### src/rtl/mips_isa_pkg.sv
// rtl/mips_isa_pkg.sv - MIPS opcode/funct codes, ALU op codes and decode control bundle
package mips_isa_pkg;

   // Primary opcodes
   localparam logic [5:0] OP_RTYPE = 6'h00;
   localparam logic [5:0] OP_J     = 6'h02;
   localparam logic [5:0] OP_JAL   = 6'h03;
   localparam logic [5:0] OP_BEQ   = 6'h04;
   localparam logic [5:0] OP_BNE   = 6'h05;
   localparam logic [5:0] OP_ADDI  = 6'h08;
   localparam logic [5:0] OP_ADDIU = 6'h09;
   localparam logic [5:0] OP_SLTI  = 6'h0a;
   localparam logic [5:0] OP_SLTIU = 6'h0b;
   localparam logic [5:0] OP_ANDI  = 6'h0c;
   localparam logic [5:0] OP_ORI   = 6'h0d;
   localparam logic [5:0] OP_XORI  = 6'h0e;
   localparam logic [5:0] OP_LUI   = 6'h0f;
   localparam logic [5:0] OP_LW    = 6'h23;
   localparam logic [5:0] OP_SW    = 6'h2b;

   // R-type function codes
   localparam logic [5:0] F_SLL  = 6'h00;
   localparam logic [5:0] F_SRL  = 6'h02;
   localparam logic [5:0] F_SRA  = 6'h03;
   localparam logic [5:0] F_JR   = 6'h08;
   localparam logic [5:0] F_ADD  = 6'h20;
   localparam logic [5:0] F_ADDU = 6'h21;
   localparam logic [5:0] F_SUB  = 6'h22;
   localparam logic [5:0] F_SUBU = 6'h23;
   localparam logic [5:0] F_AND  = 6'h24;
   localparam logic [5:0] F_OR   = 6'h25;
   localparam logic [5:0] F_XOR  = 6'h26;
   localparam logic [5:0] F_NOR  = 6'h27;
   localparam logic [5:0] F_SLT  = 6'h2a;
   localparam logic [5:0] F_SLTU = 6'h2b;

   // ALU operation encoding shared with the execute stage
   localparam logic [3:0] ALU_AND  = 4'd0;
   localparam logic [3:0] ALU_OR   = 4'd1;
   localparam logic [3:0] ALU_ADD  = 4'd2;
   localparam logic [3:0] ALU_SUB  = 4'd3;
   localparam logic [3:0] ALU_SLT  = 4'd4;
   localparam logic [3:0] ALU_SLTU = 4'd5;
   localparam logic [3:0] ALU_SLL  = 4'd6;
   localparam logic [3:0] ALU_SRL  = 4'd7;
   localparam logic [3:0] ALU_NOR  = 4'd8;
   localparam logic [3:0] ALU_SRA  = 4'd9;
   localparam logic [3:0] ALU_LUI  = 4'd10;
   localparam logic [3:0] ALU_XOR  = 4'd11;

   // Branch types
   localparam logic [3:0] B_BNE = 4'b0000;
   localparam logic [3:0] B_BEQ = 4'b0001;

   typedef enum logic [1:0] {IMM_NONE, IMM_SEXT, IMM_ZEXT}      imm_kind_e;
   typedef enum logic [1:0] {SRC1_RS, SRC1_SA, SRC1_PC}         src1_sel_e;
   typedef enum logic [1:0] {SRC2_RT, SRC2_IMM, SRC2_EIGHT}     src2_sel_e;
   typedef enum logic [1:0] {DST_NONE, DST_RD, DST_RT, DST_R31} dst_sel_e;

   typedef struct packed {
      logic [3:0] aluop;
      imm_kind_e  imm_kind;
      src1_sel_e  src1_sel;
      src2_sel_e  src2_sel;
      dst_sel_e   dst_sel;
      logic       wen;
      logic       is_load;
      logic       dramen;
      logic [3:0] dramwen;
      logic       is_b;
      logic       is_j;
      logic       is_jr;
      logic [3:0] b_type;
      logic       rs_used;
      logic       rt_used;
   } ctrl_t;

   // A do-nothing instruction: ADD with no side effects
   function automatic ctrl_t ctrl_nop();
      ctrl_t c;
      c       = '0;
      c.aluop = ALU_ADD;
      return c;
   endfunction

endpackage

### src/rtl/decode_stage_hs_if.sv
// rtl/decode_stage_hs_if.sv - fetch-side and execute-side handshake bundle of the decode stage
interface decode_stage_hs_if #(
   parameter int DATA_W = 32,
   parameter int PC_W   = 32,
   parameter int RA_W   = 5
) ();
   logic              fe_valid;
   logic              fe_ready;
   logic [31:0]       fe_inst;
   logic [PC_W-1:0]   fe_pc;

   logic              de_valid;
   logic              ex_ready;
   logic [3:0]        de_aluop;
   logic [DATA_W-1:0] de_alusrc1;
   logic [DATA_W-1:0] de_alusrc2;
   logic [DATA_W-1:0] de_rt_data;
   logic              de_is_load;
   logic              de_wen;
   logic              de_dramen;
   logic [3:0]        de_dramwen;
   logic [RA_W-1:0]   de_regdst;

   // Decode stage view
   modport master (
      input  fe_valid, fe_inst, fe_pc, ex_ready,
      output fe_ready,
      output de_valid, de_aluop, de_alusrc1, de_alusrc2, de_rt_data,
      output de_is_load, de_wen, de_dramen, de_dramwen, de_regdst
   );

   // Neighbouring fetch/execute view
   modport slave (
      output fe_valid, fe_inst, fe_pc, ex_ready,
      input  fe_ready,
      input  de_valid, de_aluop, de_alusrc1, de_alusrc2, de_rt_data,
      input  de_is_load, de_wen, de_dramen, de_dramwen, de_regdst
   );
endinterface

### src/rtl/decode_ctrl.sv
// rtl/decode_ctrl.sv - combinational opcode/funct to control bundle decoder
module decode_ctrl
   import mips_isa_pkg::*;
(
   input  logic [5:0] op_i,
   input  logic [5:0] funct_i,
   output ctrl_t      ctrl_o
);

   function automatic ctrl_t r_alu(input logic [3:0] aluop);
      ctrl_t c;
      c         = ctrl_nop();
      c.aluop   = aluop;
      c.rs_used = 1'b1;
      c.rt_used = 1'b1;
      c.wen     = 1'b1;
      c.dst_sel = DST_RD;
      return c;
   endfunction

   function automatic ctrl_t r_shift(input logic [3:0] aluop);
      ctrl_t c;
      c          = ctrl_nop();
      c.aluop    = aluop;
      c.src1_sel = SRC1_SA;
      c.rt_used  = 1'b1;
      c.wen      = 1'b1;
      c.dst_sel  = DST_RD;
      return c;
   endfunction

   function automatic ctrl_t i_alu(input logic [3:0] aluop, input imm_kind_e kind);
      ctrl_t c;
      c          = ctrl_nop();
      c.aluop    = aluop;
      c.imm_kind = kind;
      c.src2_sel = SRC2_IMM;
      c.rs_used  = 1'b1;
      c.wen      = 1'b1;
      c.dst_sel  = DST_RT;
      return c;
   endfunction

   // Map opcode/funct to control; anything unrecognised stays a NOP
   always_comb begin
      ctrl_o = ctrl_nop();
      case (op_i)
         OP_RTYPE: begin
            case (funct_i)
               F_ADD, F_ADDU: ctrl_o = r_alu(ALU_ADD);
               F_SUB, F_SUBU: ctrl_o = r_alu(ALU_SUB);
               F_AND:         ctrl_o = r_alu(ALU_AND);
               F_OR:          ctrl_o = r_alu(ALU_OR);
               F_XOR:         ctrl_o = r_alu(ALU_XOR);
               F_NOR:         ctrl_o = r_alu(ALU_NOR);
               F_SLT:         ctrl_o = r_alu(ALU_SLT);
               F_SLTU:        ctrl_o = r_alu(ALU_SLTU);
               F_SLL:         ctrl_o = r_shift(ALU_SLL);
               F_SRL:         ctrl_o = r_shift(ALU_SRL);
               F_SRA:         ctrl_o = r_shift(ALU_SRA);
               F_JR: begin
                  ctrl_o.is_jr   = 1'b1;
                  ctrl_o.rs_used = 1'b1;
               end
               default: ;
            endcase
         end
         OP_ADDI, OP_ADDIU: ctrl_o = i_alu(ALU_ADD, IMM_SEXT);
         OP_SLTI:           ctrl_o = i_alu(ALU_SLT, IMM_SEXT);
         OP_SLTIU:          ctrl_o = i_alu(ALU_SLTU, IMM_SEXT);
         OP_ANDI:           ctrl_o = i_alu(ALU_AND, IMM_ZEXT);
         OP_ORI:            ctrl_o = i_alu(ALU_OR, IMM_ZEXT);
         OP_XORI:           ctrl_o = i_alu(ALU_XOR, IMM_ZEXT);
         OP_LUI: begin
            ctrl_o         = i_alu(ALU_LUI, IMM_ZEXT);
            ctrl_o.rs_used = 1'b0;
         end
         OP_LW: begin
            ctrl_o         = i_alu(ALU_ADD, IMM_SEXT);
            ctrl_o.is_load = 1'b1;
            ctrl_o.dramen  = 1'b1;
         end
         OP_SW: begin
            ctrl_o.imm_kind = IMM_SEXT;
            ctrl_o.src2_sel = SRC2_IMM;
            ctrl_o.rs_used  = 1'b1;
            ctrl_o.rt_used  = 1'b1;
            ctrl_o.dramen   = 1'b1;
            ctrl_o.dramwen  = 4'b1111;
         end
         OP_BEQ, OP_BNE: begin
            ctrl_o.aluop   = ALU_SUB;
            ctrl_o.rs_used = 1'b1;
            ctrl_o.rt_used = 1'b1;
            ctrl_o.is_b    = 1'b1;
            ctrl_o.b_type  = (op_i == OP_BEQ) ? B_BEQ : B_BNE;
         end
         OP_J: ctrl_o.is_j = 1'b1;
         OP_JAL: begin
            ctrl_o.is_j     = 1'b1;
            ctrl_o.src1_sel = SRC1_PC;
            ctrl_o.src2_sel = SRC2_EIGHT;
            ctrl_o.wen      = 1'b1;
            ctrl_o.dst_sel  = DST_R31;
         end
         default: ;
      endcase
   end

endmodule

### src/rtl/decode_stage_hs.sv
// rtl/decode_stage_hs.sv - flow-controlled MIPS decode stage with forwarding and load-use interlock
module decode_stage_hs
   import mips_isa_pkg::*;
#(
   parameter int DATA_W    = 32,
   parameter int PC_W      = 32,
   parameter int RA_W      = 5,
   parameter int FWD_EN    = 1,
   parameter int INTERLOCK = 1
) (
   input  logic              clk,
   input  logic              reset,
   decode_stage_hs_if.master hs,
   input  logic              flush,
   output logic [RA_W-1:0]   raddr1,
   output logic [RA_W-1:0]   raddr2,
   input  logic [DATA_W-1:0] rdata1,
   input  logic [DATA_W-1:0] rdata2,
   input  logic              ex_fwd_wen,
   input  logic [RA_W-1:0]   ex_fwd_addr,
   input  logic [DATA_W-1:0] ex_fwd_data,
   input  logic              wb_fwd_wen,
   input  logic [RA_W-1:0]   wb_fwd_addr,
   input  logic [DATA_W-1:0] wb_fwd_data,
   output logic              de_is_b,
   output logic              de_is_j,
   output logic              de_is_jr,
   output logic [3:0]        de_b_type,
   output logic [15:0]       de_b_offset,
   output logic [25:0]       de_j_index,
   output logic [DATA_W-1:0] de_jr_target
);

   ctrl_t             ctrl;
   logic [RA_W-1:0]   rs_a, rt_a, regdst_d;
   logic [DATA_W-1:0] rs_val, rt_val, imm_ext, src1_d, src2_d;
   logic              stall, fire;

   logic              de_valid_q;
   logic [3:0]        de_aluop_q;
   logic [DATA_W-1:0] de_alusrc1_q, de_alusrc2_q, de_rt_data_q;
   logic              de_is_load_q, de_wen_q, de_dramen_q;
   logic [3:0]        de_dramwen_q;
   logic [RA_W-1:0]   de_regdst_q;

   decode_ctrl u_ctrl (
      .op_i    (hs.fe_inst[31:26]),
      .funct_i (hs.fe_inst[5:0]),
      .ctrl_o  (ctrl)
   );

   assign rs_a   = RA_W'(hs.fe_inst[25:21]);
   assign rt_a   = RA_W'(hs.fe_inst[20:16]);
   assign raddr1 = rs_a;
   assign raddr2 = rt_a;

   // Operand bypass: register 0 reads zero, the younger EX result beats WB
   always_comb begin
      rs_val = rdata1;
      rt_val = rdata2;
      if (FWD_EN != 0) begin
         if (ex_fwd_wen && ex_fwd_addr == rs_a)      rs_val = ex_fwd_data;
         else if (wb_fwd_wen && wb_fwd_addr == rs_a) rs_val = wb_fwd_data;
         if (ex_fwd_wen && ex_fwd_addr == rt_a)      rt_val = ex_fwd_data;
         else if (wb_fwd_wen && wb_fwd_addr == rt_a) rt_val = wb_fwd_data;
      end
      if (rs_a == '0) rs_val = '0;
      if (rt_a == '0) rt_val = '0;
   end

   // Immediate extension, ALU source selection and destination register
   always_comb begin
      imm_ext = (ctrl.imm_kind == IMM_SEXT) ?
                {{(DATA_W-16){hs.fe_inst[15]}}, hs.fe_inst[15:0]} :
                {{(DATA_W-16){1'b0}}, hs.fe_inst[15:0]};
      case (ctrl.src1_sel)
         SRC1_SA: src1_d = {{(DATA_W-5){1'b0}}, hs.fe_inst[10:6]};
         SRC1_PC: src1_d = DATA_W'(hs.fe_pc);
         default: src1_d = rs_val;
      endcase
      case (ctrl.src2_sel)
         SRC2_IMM:   src2_d = imm_ext;
         SRC2_EIGHT: src2_d = DATA_W'(8);
         default:    src2_d = rt_val;
      endcase
      case (ctrl.dst_sel)
         DST_RD:  regdst_d = RA_W'(hs.fe_inst[15:11]);
         DST_RT:  regdst_d = rt_a;
         DST_R31: regdst_d = RA_W'(5'd31);
         default: regdst_d = '0;
      endcase
   end

   // A load still sitting in the pipeline register cannot be bypassed yet
   assign stall = (INTERLOCK != 0) && de_valid_q && de_is_load_q && (de_regdst_q != '0) &&
                  ((de_regdst_q == rs_a && ctrl.rs_used) || (de_regdst_q == rt_a && ctrl.rt_used));

   assign hs.fe_ready = (~de_valid_q | hs.ex_ready) & ~stall & ~flush;
   assign fire        = hs.fe_valid & hs.fe_ready;

   assign de_is_b      = fire & ctrl.is_b;
   assign de_is_j      = fire & ctrl.is_j;
   assign de_is_jr     = fire & ctrl.is_jr;
   assign de_b_type    = ctrl.b_type;
   assign de_b_offset  = hs.fe_inst[15:0];
   assign de_j_index   = hs.fe_inst[25:0];
   assign de_jr_target = rs_val;

   // Pipeline register: flush kills, fire loads, a taken output without refill becomes a bubble
   always_ff @(posedge clk or posedge reset) begin
      if (reset) begin
         de_valid_q   <= 1'b0;
         de_aluop_q   <= '0;
         de_alusrc1_q <= '0;
         de_alusrc2_q <= '0;
         de_rt_data_q <= '0;
         de_is_load_q <= 1'b0;
         de_wen_q     <= 1'b0;
         de_dramen_q  <= 1'b0;
         de_dramwen_q <= '0;
         de_regdst_q  <= '0;
      end else if (flush) begin
         de_valid_q <= 1'b0;
      end else if (fire) begin
         de_valid_q   <= 1'b1;
         de_aluop_q   <= ctrl.aluop;
         de_alusrc1_q <= src1_d;
         de_alusrc2_q <= src2_d;
         de_rt_data_q <= rt_val;
         de_is_load_q <= ctrl.is_load;
         de_wen_q     <= ctrl.wen;
         de_dramen_q  <= ctrl.dramen;
         de_dramwen_q <= ctrl.dramwen;
         de_regdst_q  <= regdst_d;
      end else if (hs.ex_ready) begin
         de_valid_q <= 1'b0;
      end
   end

   assign hs.de_valid   = de_valid_q;
   assign hs.de_aluop   = de_aluop_q;
   assign hs.de_alusrc1 = de_alusrc1_q;
   assign hs.de_alusrc2 = de_alusrc2_q;
   assign hs.de_rt_data = de_rt_data_q;
   assign hs.de_is_load = de_is_load_q;
   assign hs.de_wen     = de_wen_q;
   assign hs.de_dramen  = de_dramen_q;
   assign hs.de_dramwen = de_dramwen_q;
   assign hs.de_regdst  = de_regdst_q;

endmodule
### src/flat_wrapper.sv
// flat-port wrapper written by rule: the top's interface ports become plain ports
module decode_stage_hs_flat import mips_isa_pkg::*;
#(
   parameter int DATA_W    = 32,
   parameter int PC_W      = 32,
   parameter int RA_W      = 5,
   parameter int FWD_EN    = 1,
   parameter int INTERLOCK = 1
)
  (clk, reset, flush, raddr1, raddr2, rdata1, rdata2, ex_fwd_wen, ex_fwd_addr, ex_fwd_data, wb_fwd_wen, wb_fwd_addr, wb_fwd_data, de_is_b, de_is_j, de_is_jr, de_b_type, de_b_offset, de_j_index, de_jr_target, hs_fe_valid, hs_fe_inst, hs_fe_pc, hs_ex_ready, hs_fe_ready, hs_de_valid, hs_de_aluop, hs_de_alusrc1, hs_de_alusrc2, hs_de_rt_data, hs_de_is_load, hs_de_wen, hs_de_dramen, hs_de_dramwen, hs_de_regdst);
  decode_stage_hs_if #(.DATA_W(DATA_W), .PC_W(PC_W), .RA_W(RA_W)) hs_i ();
  input  logic clk;
  input  logic reset;
  input  logic flush;
  output logic [RA_W-1:0] raddr1;
  output logic [RA_W-1:0] raddr2;
  input  logic [DATA_W-1:0] rdata1;
  input  logic [DATA_W-1:0] rdata2;
  input  logic ex_fwd_wen;
  input  logic [RA_W-1:0] ex_fwd_addr;
  input  logic [DATA_W-1:0] ex_fwd_data;
  input  logic wb_fwd_wen;
  input  logic [RA_W-1:0] wb_fwd_addr;
  input  logic [DATA_W-1:0] wb_fwd_data;
  output logic de_is_b;
  output logic de_is_j;
  output logic de_is_jr;
  output logic [3:0] de_b_type;
  output logic [15:0] de_b_offset;
  output logic [25:0] de_j_index;
  output logic [DATA_W-1:0] de_jr_target;
  input wire logic [$bits(hs_i.fe_valid)-1:0] hs_fe_valid;
  input wire logic [$bits(hs_i.fe_inst)-1:0] hs_fe_inst;
  input wire logic [$bits(hs_i.fe_pc)-1:0] hs_fe_pc;
  input wire logic [$bits(hs_i.ex_ready)-1:0] hs_ex_ready;
  output wire logic [$bits(hs_i.fe_ready)-1:0] hs_fe_ready;
  output wire logic [$bits(hs_i.de_valid)-1:0] hs_de_valid;
  output wire logic [$bits(hs_i.de_aluop)-1:0] hs_de_aluop;
  output wire logic [$bits(hs_i.de_alusrc1)-1:0] hs_de_alusrc1;
  output wire logic [$bits(hs_i.de_alusrc2)-1:0] hs_de_alusrc2;
  output wire logic [$bits(hs_i.de_rt_data)-1:0] hs_de_rt_data;
  output wire logic [$bits(hs_i.de_is_load)-1:0] hs_de_is_load;
  output wire logic [$bits(hs_i.de_wen)-1:0] hs_de_wen;
  output wire logic [$bits(hs_i.de_dramen)-1:0] hs_de_dramen;
  output wire logic [$bits(hs_i.de_dramwen)-1:0] hs_de_dramwen;
  output wire logic [$bits(hs_i.de_regdst)-1:0] hs_de_regdst;
  assign hs_i.fe_valid = hs_fe_valid;
  assign hs_i.fe_inst = hs_fe_inst;
  assign hs_i.fe_pc = hs_fe_pc;
  assign hs_i.ex_ready = hs_ex_ready;
  assign hs_fe_ready = hs_i.fe_ready;
  assign hs_de_valid = hs_i.de_valid;
  assign hs_de_aluop = hs_i.de_aluop;
  assign hs_de_alusrc1 = hs_i.de_alusrc1;
  assign hs_de_alusrc2 = hs_i.de_alusrc2;
  assign hs_de_rt_data = hs_i.de_rt_data;
  assign hs_de_is_load = hs_i.de_is_load;
  assign hs_de_wen = hs_i.de_wen;
  assign hs_de_dramen = hs_i.de_dramen;
  assign hs_de_dramwen = hs_i.de_dramwen;
  assign hs_de_regdst = hs_i.de_regdst;
  decode_stage_hs #(.DATA_W(DATA_W), .PC_W(PC_W), .RA_W(RA_W), .FWD_EN(FWD_EN), .INTERLOCK(INTERLOCK)) u_core (.clk(clk), .reset(reset), .hs(hs_i), .flush(flush), .raddr1(raddr1), .raddr2(raddr2), .rdata1(rdata1), .rdata2(rdata2), .ex_fwd_wen(ex_fwd_wen), .ex_fwd_addr(ex_fwd_addr), .ex_fwd_data(ex_fwd_data), .wb_fwd_wen(wb_fwd_wen), .wb_fwd_addr(wb_fwd_addr), .wb_fwd_data(wb_fwd_data), .de_is_b(de_is_b), .de_is_j(de_is_j), .de_is_jr(de_is_jr), .de_b_type(de_b_type), .de_b_offset(de_b_offset), .de_j_index(de_j_index), .de_jr_target(de_jr_target));
endmodule
### config.mk
export PLATFORM = sky130hd
export DESIGN_NAME = decode_stage_hs_flat
export DESIGN_NICKNAME = d
export VERILOG_FILES = /design/src/rtl/mips_isa_pkg.sv /design/src/rtl/decode_stage_hs_if.sv /design/src/rtl/decode_ctrl.sv /design/src/rtl/decode_stage_hs.sv /design/src/flat_wrapper.sv
export SDC_FILE = /design/constraint.sdc
export NUM_CORES = 1
export LEC_CHECK = 0
export ABC_CLOCK_PERIOD_IN_PS = 3100
export CAP_MARGIN = 0
export CELL_PAD_IN_SITES_DETAIL_PLACEMENT = 1
export CELL_PAD_IN_SITES_GLOBAL_PLACEMENT = 1
export CORE_MARGIN = 5
export CORE_UTILIZATION = 26
export DETAILED_ROUTE_END_ITERATION = 8
export PLACE_DENSITY = 0.75
export SLEW_MARGIN = 40
export SYNTH_ARGS = -nofsm -noshare
export SYNTH_HDL_FRONTEND = slang
export SYNTH_SLANG_ARGS = --single-unit
### constraint.sdc
create_clock -name clk -period 3.1 [get_ports clk]
set_input_delay 0.465 -clock clk [delete_from_list [all_inputs] [get_ports clk]]
set_output_delay 0.465 -clock clk [all_outputs]
set_load 0.03 [all_outputs]
==> summary.txt, run 1 <==
Timing
  – Unrepaired setup endpoints after global routing: no
  – F_max: between 300 and 400 MHz
  – Minimum clock period: 3030 ps
  – Fin Setup TNS: 0 ps
  – Clk_skew: 14.7 ps
  – Worst rel slew slack: between 40% and 50%
  – Max Slew Vio Count: 0
  – Final period util: a little over nine tenths
  – Hold Fails Final Rpt: 0
  – Worst Max-Slew Pin Slew: a little under 800 ps
  – Final hold slack: around 480 ps
  – Final Setup Violations: 0

Synthesis
  – Synth Area in XOR/XNOR: around 3.4%
  – Async set-reset flop share out of synthesis: 100%
  – Top-area cell type share of the netlist area: between 30% and 40%
  – Post-synth top flop: dfrtp_1
  – Simple logic cell fraction of the synthesized area: between 10% and 20%
  – Synth Area per Inst: between 9 and 10 um^2
  – Synth top area cells: dfrtp_1 (34%), mux2_2 (8.9%), o41ai_2 (6.4%), buf_4 (6.3%), nor2_1 (5.4%)
  – Mapped Area: 8080 um^2
  – Post-synth top area cell: dfrtp_1
  – Post-Synth Adder-Cell Area: less than 1%
  – Seq/Total Area, Yosys: between 30% and 40%
  – Yosys reg bits: 110
  – Top-count cell post-synth: nor2_1
  – Number of flops mapped to enable cells by yosys: 0
  – Synth top cells by count: nor2_1 (117), dfrtp_1 (110), nand2_1 (107)
  – Distinct cells, synth: 61
  – Post-synthesis cell count: a little under 900
  – Largest family of logic cells by synthesized area: compound AO/OA/AOI/OAI gates
  – Mux share of post-synthesis cell area: a little over an eighth
  – Post-synthesis compound-gate area fraction: 23.5%
  – Warnings, synthesis: 0

Detailed routing
  – Post-route ant nets: 0
  – Total wire length: 40700 um
  – DR DRC count: 0
  – DRT iter0 DRCs: 655
  – Via count: roughly 8.9k
  – DR pass1 iterations: 8
  – DR WL/cell: ~24 um
  – DR vias/cell: 5.23

Placed design
  – Placed inst area: around 13000 um^2
  – GPL Wtd Cong: between 0.8 and 0.9
  – IO Port Bufs: 410
  – HPWL after DPL: between 30000 and 40000 um

Global routing
  – Largest net degree at the start of global routing: approximately 110
  – Initial antenna violation count: 0
  – Total GRT Usage: ~22%
  – Global-route wire length before repair: roughly 59000 um
  – Vias in the first global route: around 10k
  – Grt ovf: 0

Pwr
  – Power, Total: 5.48 mW
  – Pint: approximately 3.3 mW
  – Sw Pwr: 2.14 mW
  – Maximum VDD drop: around 0.00035 V
  – Sw Share: about two fifths
  – Leakage: a little under 6 nW
  – Combinational share of power: between 40% and 50%
  – Clk pwr share: ~22%
  – Sequential Power Share: ~33%
  – PD cells: 404 nW/um^2

CTS
  – Clock sinks: 110
  – Worst-path clk slew: roughly 70 ps
  – CTS tree: yes
  – CTS H-tree lvls: 3
  – Clock buffer depth: 2
  – Root Driver: clkbuf_16
  – Clock buffers created by TritonCTS: 9
  – Clk_lat worst skew: ~360 ps

Worst setup path
  – CP Capture Type: output pin
  – Crit path top cell by count: buf_4
  – Max incr delay on CP: 560 ps
  – Arr. time, crit path: 2560 ps
  – Largest fanout on the critical path: 5
  – CP Class: primary input to output pin
  – WP data required: 2630 ps
  – Critical-path cell list: clkdlybuf4s50_1, nor4_4, and3b_4, buf_4, a2111oi_4, o221ai_4, nor4_2, buf_4
  – Critical Path Source Type: primary input
  – CP max-delay cell: clkdlybuf4s50_1

Min path
  – Hold Path Class: flip-flop to flip-flop

Floorplan
  – Initial Util: a little over a quarter
  – DIE AREA: 34700 um^2
  – # IOs: 414
  – Core area: roughly 30000 um^2
  – Die Ht: roughly 190 um
  – Chip width: ~190 um
  – Site row count: 64

Run status
  – Status: complete, no violations

Cells and area
  – Final core utilization: roughly 44%
  – Layout cells sized above 1: 23.5%
  – Nets@finish: 1508
  – Diodes inserted: 0
  – Finished Cell Area: approximately 14000 um^2
  – Layout area overhead: 67.8%
  – Fill cells: about 3.5k

Run
  – Max-capacitance violation count: 0
[registers in the layout, summed over array words and instances, names as in the netlist]
name	count
u_core.hs.de_is_load	1
u_core.hs.de_alusrc1	32
u_core.hs.de_valid	1
u_core.hs.de_wen	1
u_core.hs.de_aluop	4
u_core.hs.de_dramen	1
u_core.hs.de_alusrc2	32
u_core.hs.de_rt_data	32
u_core.hs.de_regdst	5
u_core.hs.de_dramwen	1
[worst max-delay path, delay by kind of cell]
kind	cells	cell delay [ps]
AO/OA/AOI/OAI	2	630
buffers and inverters	3	920
AND/OR/NAND/NOR	3	530
[power by group through the flow]
stage / Clock (mW) / Sequential [mW] / Combinational [mW]
5_1_grt: 1.27 / 1.83 / 2.65
3_5_place_dp: 0 / 1.82 / 2.50
6_report: 1.18 / 1.80 / 2.51
2_1_floorplan: 0 / 2.26 / 0.814
4_1_cts: 1.22 / 1.80 / 2.52
3_3_place_gp: 0 / 1.81 / 2.45
[final timing paths]
| check | startpoint | end | slack [ps] | cells after the start |
|---|---|---|---|---|
| max | hs_fe_inst[28] | de_is_j | 70 | 8 |
| max reg2reg | u_core.hs.de_regdst[3] | u_core.hs.de_rt_data[21] | 340 | 9 |
| min in group asynchronous | reset | u_core.hs.de_rt_data[28] | 570 | 3 |
| max in group asynchronous | reset | u_core.hs.de_rt_data[27] | 1870 | 3 |
| min reg2reg | u_core.hs.de_rt_data[23] | u_core.hs.de_rt_data[23] | 480 | 2 |
| min | u_core.hs.de_rt_data[23] | u_core.hs.de_rt_data[23] | 480 | 2 |
[timing repair]
action / 4_1_cts / 5_1_grt
setup endpoints to repair: 38 / 41
buffers inserted: 6 / 3
pin swaps: 5 / 7
resized for setup: 20 / 17
hold buffers: 0 / 0
cloned: 3 / 0
[routing by layer]
metal	wire (um)	global-route usage (%)
met5	0	0
met4	1210	7.29
met3	3340	5.58
met2	20300	39.4
met1	15800	26.3
[per-stage QoR]
| step | setup WS [ps] | instances |
|---|---|---|
| 2_1_floorplan | 31.0 | 883 |
| 3_3_place_gp | -216 | 1665 |
| 3_5_place_dp | -421 | 1668 |
| 4_1_cts | 6.85 | 1692 |
| 5_1_grt | 1.67 | 1695 |
| 6_report | 70.8 | 1695 |
[area by class of cell]
class | instances | area [um^2] | share of cell area [%]
clock buffer | 9 | 225 | 1.66
tap | 396 | 495 | 3.66
timing repair buffer | 536 | 5390 | 39.7
sequential | 110 | 2750 | 20.3
clock inverter | 6 | 52.6 | 0.388
inverter | 7 | 30.0 | 0.222
multi-input combinational | 631 | 4610 | 34.0
[layout by cell type (no fill, tap or decap), types with 7 or more instances in the layout]
master	n
xor2_1	19
xnor2_1	12
clkdlybuf4s50_1	358
a21oi_1	8
o41ai_2	32
a221oi_1	22
buf_4	127
dfrtp_1	110
nand2_1	107
mux2_2	63
mux2i_1	32
nor2_1	115
dlymetal6s2s_1	7
o21ai_0	32
nand3_1	7
o21ai_1	49
buf_12	25
clkbuf_16	9
dlygate4sd2_1	7
a222oi_1	42
[kinds of logic after synthesis]
family | Yosys count
adder cells (fa/ha/maj) | 4
other | 1
flip-flops | 110
multiplexers | 98
XOR/XNOR | 31
AND/OR/NAND/NOR | 276
buffers and inverters | 142
AO/OA/AOI/OAI | 219
(Power assumes the default switching activity.)
==> inputs of run 2 (changes only) <==
--- a/config.mk
+++ b/config.mk
@@ -9,11 +9,12 @@
 export CAP_MARGIN = 0
 export CELL_PAD_IN_SITES_DETAIL_PLACEMENT = 1
 export CELL_PAD_IN_SITES_GLOBAL_PLACEMENT = 1
-export CORE_MARGIN = 5
-export CORE_UTILIZATION = 26
+export CORE_AREA = 5 5 158 160
 export DETAILED_ROUTE_END_ITERATION = 8
-export PLACE_DENSITY = 0.75
-export SLEW_MARGIN = 40
+export DIE_AREA = 0 0 163 165
+export DONT_BUFFER_PORTS = 1
+export PLACE_DENSITY = 0.64
+export SLEW_MARGIN = 0
 export SYNTH_ARGS = -nofsm -noshare
 export SYNTH_HDL_FRONTEND = slang
 export SYNTH_SLANG_ARGS = --single-unit
==> run 2 against run 1 <==
  * Worst setup slack improved by 51 ps
  * Highest routed layer unchanged
  * Count of clock-buffer cells in the layout did not move
  * Die area down 22%
  * Hold slack lost 430 ps
==> summary.txt, run 2 (synthesized netlist as in run 1, its figures left out) <==
Run status
  – Status: complete, no violations (unchanged)

Global routing
  – Vias in the first global route: 7390 (was 9742)
  – Global-route wire length before repair: 47600 um (was 58900 um)
  – Largest net degree at the start of global routing: 98 (was 111)
  – Grt ovf: 0 (unchanged)
  – Initial antenna violation count: 0 (unchanged)
  – Total GRT Usage: 23.1% (was 22.2%)

Pwr
  – Leakage: 3.83 nW (was 5.88 nW)
  – PD cells: 518 nW/um^2 (was 404 nW/um^2)
  – Maximum VDD drop: 0.000226 V (was 0.000354 V)

Detailed routing
  – Met1 WL: 12500 um (was 15800 um)
  – Routed wire length on met3: 3000 um (was 3340 um)
  – DR WL/cell: 28.3 um (was 24.0 um)
  – DR DRC count: 0 (unchanged)
  – Post-route ant nets: 0 (unchanged)
  – Via count: 6932 (was 8873)
  – Total wire length: 32700 um (was 40700 um)
  – DRT iter0 DRCs: 559 (was 655)
  – DR pass1 iterations: 9 (was 8)
  – Detail Route met2 WL: 16400 um (was 20300 um)
  – Top Layer Used: met4 (unchanged)
  – DR vias/cell: 6.01 (was 5.23)

Timing
  – Unrepaired setup endpoints after global routing: no (unchanged)
  – Worst Max-Slew Pin Slew: 1080 ps (was 775 ps)
  – Max Slew Vio Count: 0 (unchanged)
  – Clk_skew: 13.2 ps (was 14.7 ps)
  – Worst Slack Setup Final: 121 ps (was 70.8 ps)
  – F_max: 336 MHz (was 330 MHz)
  – Worst rel slew slack: 27.7% (was 48.4%)
  – Final period util: 96.1% (was 97.7%)
  – Minimum clock period: 2980 ps (was 3030 ps)
  – Fin Setup TNS: 0 ps (unchanged)
  – Hold Fails Final Rpt: 0 (unchanged)
  – Final Setup Violations: 0 (unchanged)

Cells and area
  – Nets@finish: 1043 (was 1508)
  – Highest-count cells in the layout ignoring fill and taps: nor2_1 (115), nand2_1 (107), dfrtp_1 (107) (was clkdlybuf4s50_1 (358), buf_4 (127), nor2_1 (115))
  – Layout cells sized above 1: 24.9% (was 23.5%)
  – Diodes inserted: 0 (unchanged)
  – Multi-input gate area in the final layout: 4560 um^2 (was 4610 um^2)
  – Commonest non-fill, non-tap cell in the layout: nor2_1 (was clkdlybuf4s50_1)
  – Seq. cell area: 2760 um^2 (was 2750 um^2)
  – Layout area overhead: 7.27% (was 67.8%)
  – Fill cells: 2701 (was 3454)

Floorplan
  – Site row count: 56 (was 64)
  – Core area: 23300 um^2 (was 30700 um^2)
  – # IOs: 414 (unchanged)
  – Initial Util: 34.7% (was 26.3%)
  – DIE AREA: 26900 um^2 (was 34700 um^2)
  – Die Ht: 165 um (was 186 um)
  – Chip width: 163 um (was 186 um)

Placed design
  – HPWL after DPL: 24100 um (was 31200 um)
  – IO Port Bufs: 0 (was 410)
  – GPL Wtd Cong: 0.831 (was 0.887)
  – Pre-CTS WS: -65.4 ps (was -421 ps)

CTS
  – CTS tree: yes (unchanged)
  – Root Driver: clkbuf_16 (unchanged)
  – Clk_lat worst skew: 350 ps (was 360 ps)
  – Clock sinks: 110 (unchanged)
  – Worst-path clk slew: 80 ps (was 70 ps)
  – CTS H-tree lvls: 3 (unchanged)
  – Clock buffer depth: 2 (unchanged)
  – Clock buffers created by TritonCTS: 9 (unchanged)

Worst setup path
  – CP Capture Type: output pin (unchanged)
  – Largest fanout on the critical path: 5 (unchanged)
  – CP max-delay cell: or4_1 (was clkdlybuf4s50_1)
  – WP data required: 2630 ps (about the same)
  – Arr. time, crit path: 2510 ps (was 2560 ps)
  – Max incr delay on CP: 540 ps (was 560 ps)
  – Critical-path cell list: or4_1, o211ai_1, o41a_2, o221ai_4, nor4_2, buf_4 (was clkdlybuf4s50_1, nor4_4, and3b_4, buf_4, a2111oi_4, o221ai_4, nor4_2, buf_4)
  – Critical Path Source Type: flip-flop (was primary input)
  – CP Class: flip-flop to output pin (was primary input to output pin)

Min path
  – Hold Path Class: primary input to asynchronous set/reset pin (was flip-flop to flip-flop)

Run
  – Max-capacitance violation count: 0 (unchanged)
==> run 2: changes by cell type in the layout (fill, tap and decap cells not counted), moves of 4 or more <==
cell / previous run / this run
buf_12: 25 / 6
buf_4: 127 / 64
buf_6: 4 / 0
clkdlybuf4s50_1: 358 / 0
dlygate4sd2_1: 7 / 0
dlymetal6s2s_1: 7 / 0
==> run 2: path summary, 6_finish.rpt <==
kind | startpoint | endpoint | slack, ps | depth (start not counted)
worst min register to register | u_core.hs.de_regdst[3] | u_core.hs.de_regdst[3] | 600 | 1
worst max register to register | u_core.hs.de_regdst[4] | u_core.hs.de_regdst[3] | 420 | 10
worst min-delay path | reset | u_core.hs.de_alusrc2[28] | 50 | 1
min in group clk | hs_fe_inst[30] | u_core.hs.de_dramen | 210 | 1
max in group asynchronous | reset | u_core.hs.de_regdst[0] | 2260 | 2
worst max-delay path | u_core.hs.de_regdst[3] | de_is_j | 120 | 6
==> run 2: layer usage <==
metal | vias to the layer above | global-route usage (%)
met3 | 38 | 7.16
met1 | 3487 | 27.2
met4 | 0 | 6.90
li1 | 3070 | -
met5 | - | 0
met2 | 337 | 40.7
==> run 2: area by class of cell <==
class | count | area share, %
clock buffers | 9 | 2.60
clock inverters | 6 | 1.08
multi-input cells | 632 | 52.6
well taps | 319 | 4.61
inverters | 7 | 0.347
repair buffers | 70 | 6.93
flip-flops and latches | 110 | 31.8
==> run 2: critical path, delay by kind of cell, from the launching register on <==
kind / cells / cell delay [ps]
simple gates: 2 / 900
compound gates: 3 / 610
flops: 1 / 450
buf+inv: 1 / 220
==> run 2: stage by stage <==
stage | hold WS, ps | cell area [um^2] | util (%) | cells | power (mW)
after global placement | 452 | 8270 | 35.6 | 1130 | 3.20
final | 46.0 | 8660 | 37.2 | 1153 | 4.49
after floorplan | 557 | 8090 | - | 883 | 3.07
after detailed placement | 452 | 8270 | 35.6 | 1130 | 3.22
after CTS | 58.7 | 8590 | 36.9 | 1145 | 4.53
after global routing | 85.5 | 8660 | 37.2 | 1153 | 4.70
==> run 2: report_power, final <==
| group | switching [mW] | internal (mW) | total, mW |
|---|---|---|---|
| clock network | 0.577 | 0.713 | 1.29 |
| logic | 0.505 | 0.372 | 0.877 |
| registers | 0.666 | 1.65 | 2.32 |
==> run 2: timing repair <==
action / in CTS / in global routing
setup endpoints to repair: 3 / 2
setup buffers: 0 / 7
hold buffers: 0 / 0
gates cloned: 0 / 1
gates resized for setup: 1 / 2
pin swaps: 0 / 5
==> inputs of run 3 (changes only) <==
--- a/config.mk
+++ b/config.mk
@@ -10,6 +10,7 @@
 export CELL_PAD_IN_SITES_DETAIL_PLACEMENT = 1
 export CELL_PAD_IN_SITES_GLOBAL_PLACEMENT = 1
 export CORE_AREA = 5 5 158 160
+export CTS_CLUSTER_SIZE = 14
 export DETAILED_ROUTE_END_ITERATION = 8
 export DIE_AREA = 0 0 163 165
 export DONT_BUFFER_PORTS = 1
==> results of run 3 <==
No change in the layout: final DEF, timing and power equal those of run 2.
